`config.mk`:
```
export PLATFORM = sky130hd
export DESIGN_NAME = fft_reorder_pp_flat
export DESIGN_NICKNAME = d
export VERILOG_FILES = /design/src/rtl/fft_pkg.sv /design/src/rtl/fft_reorder_pp_if.sv /design/src/rtl/fft_reorder_bank.sv /design/src/rtl/fft_reorder_pp.sv /design/src/flat_wrapper.sv
export SDC_FILE = /design/constraint.sdc
export NUM_CORES = 2
export LEC_CHECK = 0
export CAP_MARGIN = 15
export CORE_ASPECT_RATIO = 0.9
export CORE_MARGIN = 3
export CORE_UTILIZATION = 60
export CTS_CLUSTER_DIAMETER = 200
export DETAILED_ROUTE_END_ITERATION = 8
export PLACE_DENSITY = 0.77
export REMOVE_ABC_BUFFERS = 1
export SYNTH_ARGS = -nofsm -noshare
export SYNTH_HDL_FRONTEND = slang
export SYNTH_SLANG_ARGS = --single-unit
export TNS_END_PERCENT = 5
```
`constraint.sdc`:
```
create_clock -name clk -period 10.45 [get_ports clk]
set_input_delay 3.135 -clock clk [delete_from_list [all_inputs] [get_ports clk]]
set_output_delay 3.135 -clock clk [all_outputs]
set_load 0.1 [all_outputs]
```
`src/rtl/fft_pkg.sv`:
```
// fft_pkg: shared sample width, reorder mode encodings and bank states for the FFT reorder path
package fft_pkg;
    localparam int SAMPLE_W = 18;
    localparam logic REORDER_TRANSPOSE = 1'b0;
    localparam logic REORDER_BYPASS = 1'b1;
    typedef enum logic [1:0] {EMPTY, FILLING, FULL, DRAINING} bank_state_e;
endpackage

```
`src/rtl/fft_reorder_pp_if.sv`:
```
// fft_reorder_pp_if: sample stream in/out handshakes, frame markers and status of the reorder buffer
interface fft_reorder_pp_if #(
    parameter int WIDTH = fft_pkg::SAMPLE_W
);
    logic signed [WIDTH-1:0] in_re, in_im, out_re, out_im;
    logic in_valid, in_ready, in_last, mode;
    logic out_valid, out_ready, out_last, frame_err;
    modport slave (
        input  in_re, in_im, in_valid, in_last, mode, out_ready,
        output in_ready, out_re, out_im, out_valid, out_last, frame_err
    );
    modport master (
        output in_re, in_im, in_valid, in_last, mode, out_ready,
        input  in_ready, out_re, out_im, out_valid, out_last, frame_err
    );
endinterface

```
`src/rtl/fft_reorder_bank.sv`:
```
// fft_reorder_bank: two-bank simple dual-port RAM, bank chosen by the address MSB
module fft_reorder_bank #(
    parameter int DW = 36,
    parameter int N = 25,
    parameter int AW = $clog2(N)
) (
    input  logic          clk,
    input  logic          we,
    input  logic [AW:0]   wa,
    input  logic [DW-1:0] wd,
    input  logic          re,
    input  logic [AW:0]   ra,
    output logic [DW-1:0] rd
);
    logic [DW-1:0] mem [2][N];
    always_ff @(posedge clk) begin
        if (we) mem[wa[AW]][wa[AW-1:0]] <= wd;
        if (re) rd <= mem[ra[AW]][ra[AW-1:0]];
    end
endmodule

```
`src/rtl/fft_reorder_pp.sv`:
```
// fft_reorder_pp: ping-pong N1xN2 transpose/bypass reorder buffer with valid/ready on both sides
module fft_reorder_pp
    import fft_pkg::*;
#(
    parameter int WIDTH = SAMPLE_W,
    parameter int N1 = 5,
    parameter int N2 = 5
) (
    input logic clk,
    input logic rst,
    fft_reorder_pp_if.slave io
);
    localparam int N = N1 * N2;
    localparam int AW = $clog2(N);
    localparam int DW = 2 * WIDTH;

    bank_state_e st [2];
    logic wr_bank, iss_bank, mode_q;
    logic [AW-1:0] cnt, k1, k2, taddr, iss_m, wa;
    logic acc, wr_done, s1_adv, iss, iss_last, s1_v, s1_last, load;
    logic [DW-1:0] rdata;

    assign io.in_ready = st[wr_bank] == EMPTY || st[wr_bank] == FILLING;
    assign acc = io.in_valid && io.in_ready;
    assign wr_done = acc && cnt == AW'(N - 1);
    // sample 0 lands on address 0 in both modes, so the not-yet-latched mode is harmless there
    assign wa = mode_q == REORDER_BYPASS ? cnt : taddr;
    assign load = !io.out_valid || io.out_ready;
    assign s1_adv = !s1_v || load;
    assign iss = s1_adv && (st[iss_bank] == FULL || st[iss_bank] == DRAINING);
    assign iss_last = iss_m == AW'(N - 1);

    fft_reorder_bank #(.DW(DW), .N(N), .AW(AW)) u_bank (
        .clk(clk),
        .we(acc),
        .wa({wr_bank, wa}),
        .wd({io.in_re, io.in_im}),
        .re(iss),
        .ra({iss_bank, iss_m}),
        .rd(rdata)
    );

    always_ff @(posedge clk) begin
        if (rst) begin
            st <= '{EMPTY, EMPTY};
            wr_bank <= 1'b0;
            iss_bank <= 1'b0;
            mode_q <= 1'b0;
            cnt <= '0;
            k1 <= '0;
            k2 <= '0;
            taddr <= '0;
            iss_m <= '0;
            s1_v <= 1'b0;
            s1_last <= 1'b0;
            io.out_valid <= 1'b0;
            io.out_last <= 1'b0;
            io.out_re <= '0;
            io.out_im <= '0;
            io.frame_err <= 1'b0;
        end else begin
            if (acc) begin
                if (cnt == '0) mode_q <= io.mode;
                if (io.in_last != wr_done) io.frame_err <= 1'b1;
                if (wr_done) begin
                    st[wr_bank] <= FULL;
                    wr_bank <= !wr_bank;
                    cnt <= '0;
                    k1 <= '0;
                    k2 <= '0;
                    taddr <= '0;
                end else begin
                    if (st[wr_bank] == EMPTY) st[wr_bank] <= FILLING;
                    cnt <= cnt + AW'(1);
                    k1 <= k1 == AW'(N1 - 1) ? '0 : k1 + AW'(1);
                    k2 <= k1 == AW'(N1 - 1) ? k2 + AW'(1) : k2;
                    taddr <= k1 == AW'(N1 - 1) ? k2 + AW'(1) : taddr + AW'(N2);
                end
            end
            // a bank is free for writing once its last word has left the RAM; out_last rides the pipeline
            if (iss) begin
                st[iss_bank] <= iss_last ? EMPTY : DRAINING;
                iss_m <= iss_last ? '0 : iss_m + AW'(1);
                if (iss_last) iss_bank <= !iss_bank;
            end
            if (s1_adv) begin
                s1_v <= iss;
                s1_last <= iss && iss_last;
            end
            if (load) begin
                io.out_valid <= s1_v;
                io.out_last <= s1_v && s1_last;
                if (s1_v) begin
                    io.out_re <= rdata[DW-1:WIDTH];
                    io.out_im <= rdata[WIDTH-1:0];
                end
            end
        end
    end
endmodule

```
`src/flat_wrapper.sv`:
```
// flat-port wrapper written by rule: the top's interface ports become plain ports
module fft_reorder_pp_flat import fft_pkg::*;
#(
    parameter int WIDTH = SAMPLE_W,
    parameter int N1 = 5,
    parameter int N2 = 5
)
  (clk, rst, io_in_re, io_in_im, io_in_valid, io_in_last, io_mode, io_out_ready, io_in_ready, io_out_re, io_out_im, io_out_valid, io_out_last, io_frame_err);
  fft_reorder_pp_if #(.WIDTH(WIDTH)) io_i ();
  input logic clk;
  input logic rst;
  input wire logic [$bits(io_i.in_re)-1:0] io_in_re;
  input wire logic [$bits(io_i.in_im)-1:0] io_in_im;
  input wire logic [$bits(io_i.in_valid)-1:0] io_in_valid;
  input wire logic [$bits(io_i.in_last)-1:0] io_in_last;
  input wire logic [$bits(io_i.mode)-1:0] io_mode;
  input wire logic [$bits(io_i.out_ready)-1:0] io_out_ready;
  output wire logic [$bits(io_i.in_ready)-1:0] io_in_ready;
  output wire logic [$bits(io_i.out_re)-1:0] io_out_re;
  output wire logic [$bits(io_i.out_im)-1:0] io_out_im;
  output wire logic [$bits(io_i.out_valid)-1:0] io_out_valid;
  output wire logic [$bits(io_i.out_last)-1:0] io_out_last;
  output wire logic [$bits(io_i.frame_err)-1:0] io_frame_err;
  assign io_i.in_re = io_in_re;
  assign io_i.in_im = io_in_im;
  assign io_i.in_valid = io_in_valid;
  assign io_i.in_last = io_in_last;
  assign io_i.mode = io_mode;
  assign io_i.out_ready = io_out_ready;
  assign io_in_ready = io_i.in_ready;
  assign io_out_re = io_i.out_re;
  assign io_out_im = io_i.out_im;
  assign io_out_valid = io_i.out_valid;
  assign io_out_last = io_i.out_last;
  assign io_frame_err = io_i.frame_err;
  fft_reorder_pp #(.WIDTH(WIDTH), .N1(N1), .N2(N2)) u_core (.clk(clk), .rst(rst), .io(io_i));
endmodule
```
## Yosys cells after proc, flatten, opt, wreduce, memory -nomap -nowiden

Memories as Yosys holds them, arrays and structs flattened. A register that Yosys moved wholly into a read port is not among the register bits.
Index checks and enable logic that the tools add are counted.

| word-level totals | value |
|---|---|
| output and inout bits | 40 |
| bits of input ports | 42 |
| word-level logic and storage cells | 108 |
| register bits | 109 |
| memories | 1 |
| RAM bits | 1800 |

Memories:

| memory | depth | bits a word | read ports | clocked after memory_dff | write ports | line | source |
|---|---|---|---|---|---|---|---|
| u_core.u_bank.mem | 2 | 900 | 1 | 1 | 1 | fft_reorder_bank.sv:15 | `logic [DW-1:0] mem [2][N];` |

| operators by class | value |
|---|---|
| order comparisons | 7 |
| add/subtract/negate cells | 5 |
| reductions and logical operators | 25 |
| eq/ne operators | 7 |
| muxes and demuxes | 35 |
| bitwise logic cells | 10 |

Operator list:

| operator | count |
|---|---|
| $mux 900 | 1 |
| $bmux 36 s5 | 1 |
| $demux 36 s5 | 1 |
| $mux 36 | 3 |
| $mux 5 | 9 |
| $add 5x1->5 const B | 4 |
| $mux 4 | 5 |
| $mux 2 | 9 |
| $ge 6x6->1 const B | 2 |
| $not 5->6 | 2 |
| $reduce_and 2->1 | 6 |
| $eq 5x5->1 const B | 2 |
| $logic_and 1x1->1 | 8 |
| $lt 6x1->1 const B | 1 |
| $add 5x3->5 const B | 1 |
| $eq 5x3->1 const B | 1 |
| $logic_not 5->1 | 1 |
| $and 2x2->2 | 2 |
| $bwmux 4 | 1 |
| $demux 2 s1 | 2 |
| $eq 2x2->1 const B | 2 |
| $ge 2x2->1 const B | 2 |
| $logic_not 1->1 | 4 |
| $logic_or 1x1->1 | 4 |
| other kinds (9) | 15 |

## Longest topological paths before layout

| depth | value |
|---|---|
| depth in word-level cells | 13 |
| gate-level depth with buffers | 9 |
| depth with buffers taken out | 7 |

## Hierarchy

Synthesis repeated with hierarchy kept, for this count alone.

| unflattened totals | value |
|---|---|
| cells, all modules | 3459 |
| area, all modules | 73152.7 um2 |

By module, submodules not included:

| module | cells an instance | sequential area each (um2) | area each (um2) | instances |
|---|---|---|---|---|
| fft_reorder_bank | 3095 | 55132.9 | 70122.3 | 1 |
| fft_reorder_pp | 364 | 1421.4 | 3030.4 | 1 |

## Worst setup path before layout

No wires, ideal clock.

| timing | value |
|---|---|
| path kind | input to register |
| from | input io_in_valid |
| to | memory u_core.u_bank.mem[1][0] (netlist name) (enable) |
| data arrival time | 7.231 ns |
| setup time | 0.533 ns |
| setup slack | 2.686 ns |
| path buffers | 0 |
| cell stages on the path | 3 |
| data required time | 9.917 ns |
| cells stage by stage | and3_1 -> nand2_1 -> nor4b_1 |

| on the way | value |
|---|---|
| cells in the longest elaborated chain, start to end | 3 |

RTL lines:

| item | line | source |
|---|---|---|
| from (decl) | flat_wrapper.sv:14 | `input wire logic [$bits(io_i.in_valid)-1:0] io_in_valid;` |
| $logic_and 1x1->1 | fft_reorder_pp.sv:24 | `assign acc = io.in_valid && io.in_ready;` |
| $mux 1 | fft_reorder_bank.sv:17 | `if (we) mem[wa[AW]][wa[AW-1:0]] <= wd;` |
| $mux 900 (not written as such) | fft_reorder_bank.sv:17 |  |
| to (decl) | fft_reorder_bank.sv:15 |  |

Every way passes these cells.

## Worst setup path in the final report

| timing | value |
|---|---|
| from | input io_in_valid |
| to | memory u_core.u_bank.mem[1][224] (netlist name) (enable) |

Same word-level chain as after synthesis.

==> run summary <==
outcome -> finished clean
Synth Cell Area -> 73200 um2
remaining antenna violation count after routing -> 0
max-slew violations -> 0
Placement Rows -> 120
Residual DRC -> 0
flop-to-flop setup slack -> 5.98 ns
design area -> 81900 um2
maximum VDD drop -> 0.000143 V
crit path max-delay cell type -> nor2_4
core area -> 120000 um2
final core occ -> 0.682
nets -> 3950
asr flop ratio synth -> 0
Fmax -> 0.160 GHz
hold buffers post-CTS -> 0
#FFs+latches synth -> 1908
P_leak -> 24.7 nW
combinational share of power -> 0.022
chip height -> 337 um
Setup violations, final -> 0
most numerous cell in the Yosys netlist -> edfxtp_1
M1 WL -> 68600 um
Die Width -> 374 um
initial core utilization -> 0.610
top-area cell type share of the netlist area -> 0.753
Synth Area per Inst -> 19.6 um2
Yosys warnings -> 0
post-detail-place hpwl -> 95900 um
kind of cell adding the most delay to the critical path -> simple AND/OR/NAND/NOR gates
Max Cap Viol -> 0
multi-input gate area in the final layout -> 15900 um2
num ports -> 82
worst reg2reg endpoint -> u_core.u_bank.rd[14]
Min Hold Slack -> 0.453 ns
layout cells sized above 1 -> 0.176
Cells after Synth -> 3741
GRT Util Overall -> 0.284
slew margin rel. -> 0.188
Worst Setup Start Kind -> input pin
CP Cell Sequence -> clkdlybuf4s50_1 -> nand2_1 -> nor2_1 -> nand3_1 -> nor2_4 -> buf_4
global route overflow -> 0
Clock Sinks -> 1908
Clock power frac -> 0.416
PD cells -> 184 nW/um2
vias in the first global route -> 37400
Setup CP Type -> input pin to flop
top cells by count, synth -> 1836 x edfxtp_1, 364 x mux2i_1, 290 x mux4_2
Area Growth Syn to Fin -> 11.9%
Worst Path Arrival -> 6.70 ns
number of fill cells -> 7295
internal power -> 12.0 mW
Via Count -> 37500
worst setup path endpoint -> u_core.u_bank.mem[1][224]
unique cell type count in the Yosys netlist -> 53
Slew @ Worst Pin -> 1.18 ns
met2 routed wirelength -> 82000 um
DP Area -> 76300 um2
antenna violations before repair -> 3
gpl congestion -> 0.843
number of synthesized flops with an enable pin -> 1836
CTS Buf Count -> 179
final period utilization -> 0.599
Sw Share -> 0.199
largest cells by area after synthesis -> edfxtp_1 75%, mux4_2 8.9%, mux2i_1 5.0%
postcts setup bufs -> 0
vias per inst -> 6.66
Reg clk slew, reported paths -> 0.06 ns
Clock Skew -> 0.0221 ns
1st-pass router iterations -> 6
worst-case clock buffer depth -> 3
Final min period -> 6.26 ns
worst path bufs/invs -> 2
Critical Path Stages -> 6
worst min-delay path category -> flop to flop
CP peak stage delay -> 0.84 ns
Main synth FF type -> edfxtp_1
largest net degree at the start of global routing -> 134
final hold violations -> 0
first-pass GRT wire length -> 258000 um
DR WL/cell -> 31.5 um
Total Wirelength -> 177000 um
Critical Path Sink Type -> flop
sequential cell fraction of total power -> 0.561
worst skew pair latency -> 0.79 ns
FF-to-FF path depth -> 6
drt initial violations -> 5244
part of the Yosys area used for sequential elements -> 0.772
Worst Setup SP -> io_in_valid
CTS root buf -> clkbuf_16
top routing layer in use -> met4
met3 WL -> 20200 um
top cell type by total area after synthesis -> edfxtp_1
flip-flop and latch area -> 56600 um2
Worst EP required -> 10.89 ns
NetSw -> 2.99 mW
maximum fanout along the worst path -> 20
die area -> 126000 um2
CTS tree -> done
RSZ-0062 raised after global routing -> false
htree depth -> 4
I/O Buffers -> 81
Gates resized, CTS repair -> 0
-- area by class of cell --
cell class / count / share of cell area
sequential: 1908 / 0.691
inverter: 6 / 0.000305
tap: 1586 / 0.0242
clock buffer: 245 / 0.0601
multi-input combinational: 1609 / 0.194
antenna: 1 / 0.0000305
timing repair buffer: 196 / 0.0226
clock inverter: 83 / 0.00851
-- power groups by stage --
| stage | registers, mW | clock network, mW | logic (mW) |
|---|---|---|---|
| 2_1_floorplan | 8.60 | 0 | 0.0873 |
| 3_3_place_gp | 8.60 | 0 | 0.317 |
| 3_5_place_dp | 8.60 | 0 | 0.329 |
| 4_1_cts | 8.44 | 6.33 | 0.332 |
| 5_1_grt | 8.44 | 6.61 | 0.351 |
| 6_report | 8.44 | 6.26 | 0.335 |
-- per-layer routing --
layer | vias to the layer above | GRT usage
li1 | 15500 | -
met1 | 19300 | 0.406
met2 | 2384 | 0.435
met3 | 292 | 0.0709
met4 | 0 | 0.103
met5 | - | 0
-- how the worst min path moves through the flow --
stage,start,endpoint,slack [ns],cells past startpoint
2_1_floorplan,u_core.k1[1],u_core.k1[1],0.46,2
3_3_place_gp,u_core.io.out_last,u_core.io.out_last,0.44,2
3_5_place_dp,u_core.io.out_im[0],u_core.io.out_im[0],0.45,2
4_1_cts,u_core.io.out_im[0],u_core.io.out_im[0],0.45,2
5_1_grt,u_core.io.out_re[10],u_core.io.out_re[10],0.47,2
6_report,u_core.io.out_re[6],u_core.io.out_re[6],0.45,2
-- stage by stage --
| step | std cells | setup WS (ns) | total power, mW | TNS, ns |
|---|---|---|---|---|
| 2_1_floorplan | 3523 | -14.34 | 8.69 | -503.21 |
| 3_3_place_gp | 5295 | 3.74 | 8.92 | 0 |
| 3_5_place_dp | 5304 | 3.53 | 8.93 | 0 |
| 4_1_cts | 5632 | 4.34 | 15.1 | 0 |
| 5_1_grt | 5633 | 4.09 | 15.4 | 0 |
| 6_report | 5634 | 4.19 | 15.0 | 0 |
-- worst min-delay path, stage by stage, from the launching register on --
cell and delay (ns):
dfxtp_1 0.31, nand2_1 0.05, a21oi_1 0.05
-- registers in the layout, indices dropped and copies added, names as in the netlist, named ones only --
register and flops:
u_core.u_bank.mem 1800, u_core.u_bank.rd 36, u_core.io.out_im 18, u_core.io.out_re 18, u_core.cnt 5, u_core.iss_m 5
u_core.k1 5, u_core.k2 5, u_core.taddr 5, u_core.st 2, u_core.io.frame_err 1, u_core.io.out_last 1
u_core.io.out_valid 1, u_core.iss_bank 1, u_core.mode_q 1, u_core.s1_last 1, u_core.s1_v 1, u_core.wr_bank 1
-- cells by family (layout without fill, tap and decap cells) --
family | Yosys count | in the layout | synth area share
muxes | 655 | 655 | 0.139
DFF | 1908 | 1908 | 0.772
buffers and inverters | 224 | 530 | 0.0171
adders and majority gates | 8 | 8 | 0.00137
xor gates and xnor gates | 15 | 15 | 0.00179
other | 0 | 1 | 0
and+or+nand+nor | 531 | 531 | 0.0319
AOI/OAI and AO/OA | 400 | 400 | 0.0365
-- cell usage in the layout (no fill, tap or decap), types with 4 or more instances in the layout --
cell type and n:
nand2_1 279, o221ai_1 36, edfxtp_1 1836, mux2i_1 364, ha_1 8, nor2_4 50
nand3_1 80, buf_12 12, clkdlybuf4s50_1 78, nor3_1 6, clkbuf_16 187, clkbuf_1 55
xnor2_1 5, a21oi_1 125, a22oi_1 143, clkinv_2 21, inv_1 4, and3_1 5
dfxtp_4 4, clkinv_1 42, nand3b_1 5, mux4_2 290, xor2_1 10, o21ai_1 36
o22a_1 35, dfxtp_1 68, o21ai_0 11, buf_4 101, nand4_1 39, bufinv_16 10
nand2b_1 7, nor2_1 33
No activity file was read; power rests on OpenSTA's default activity.
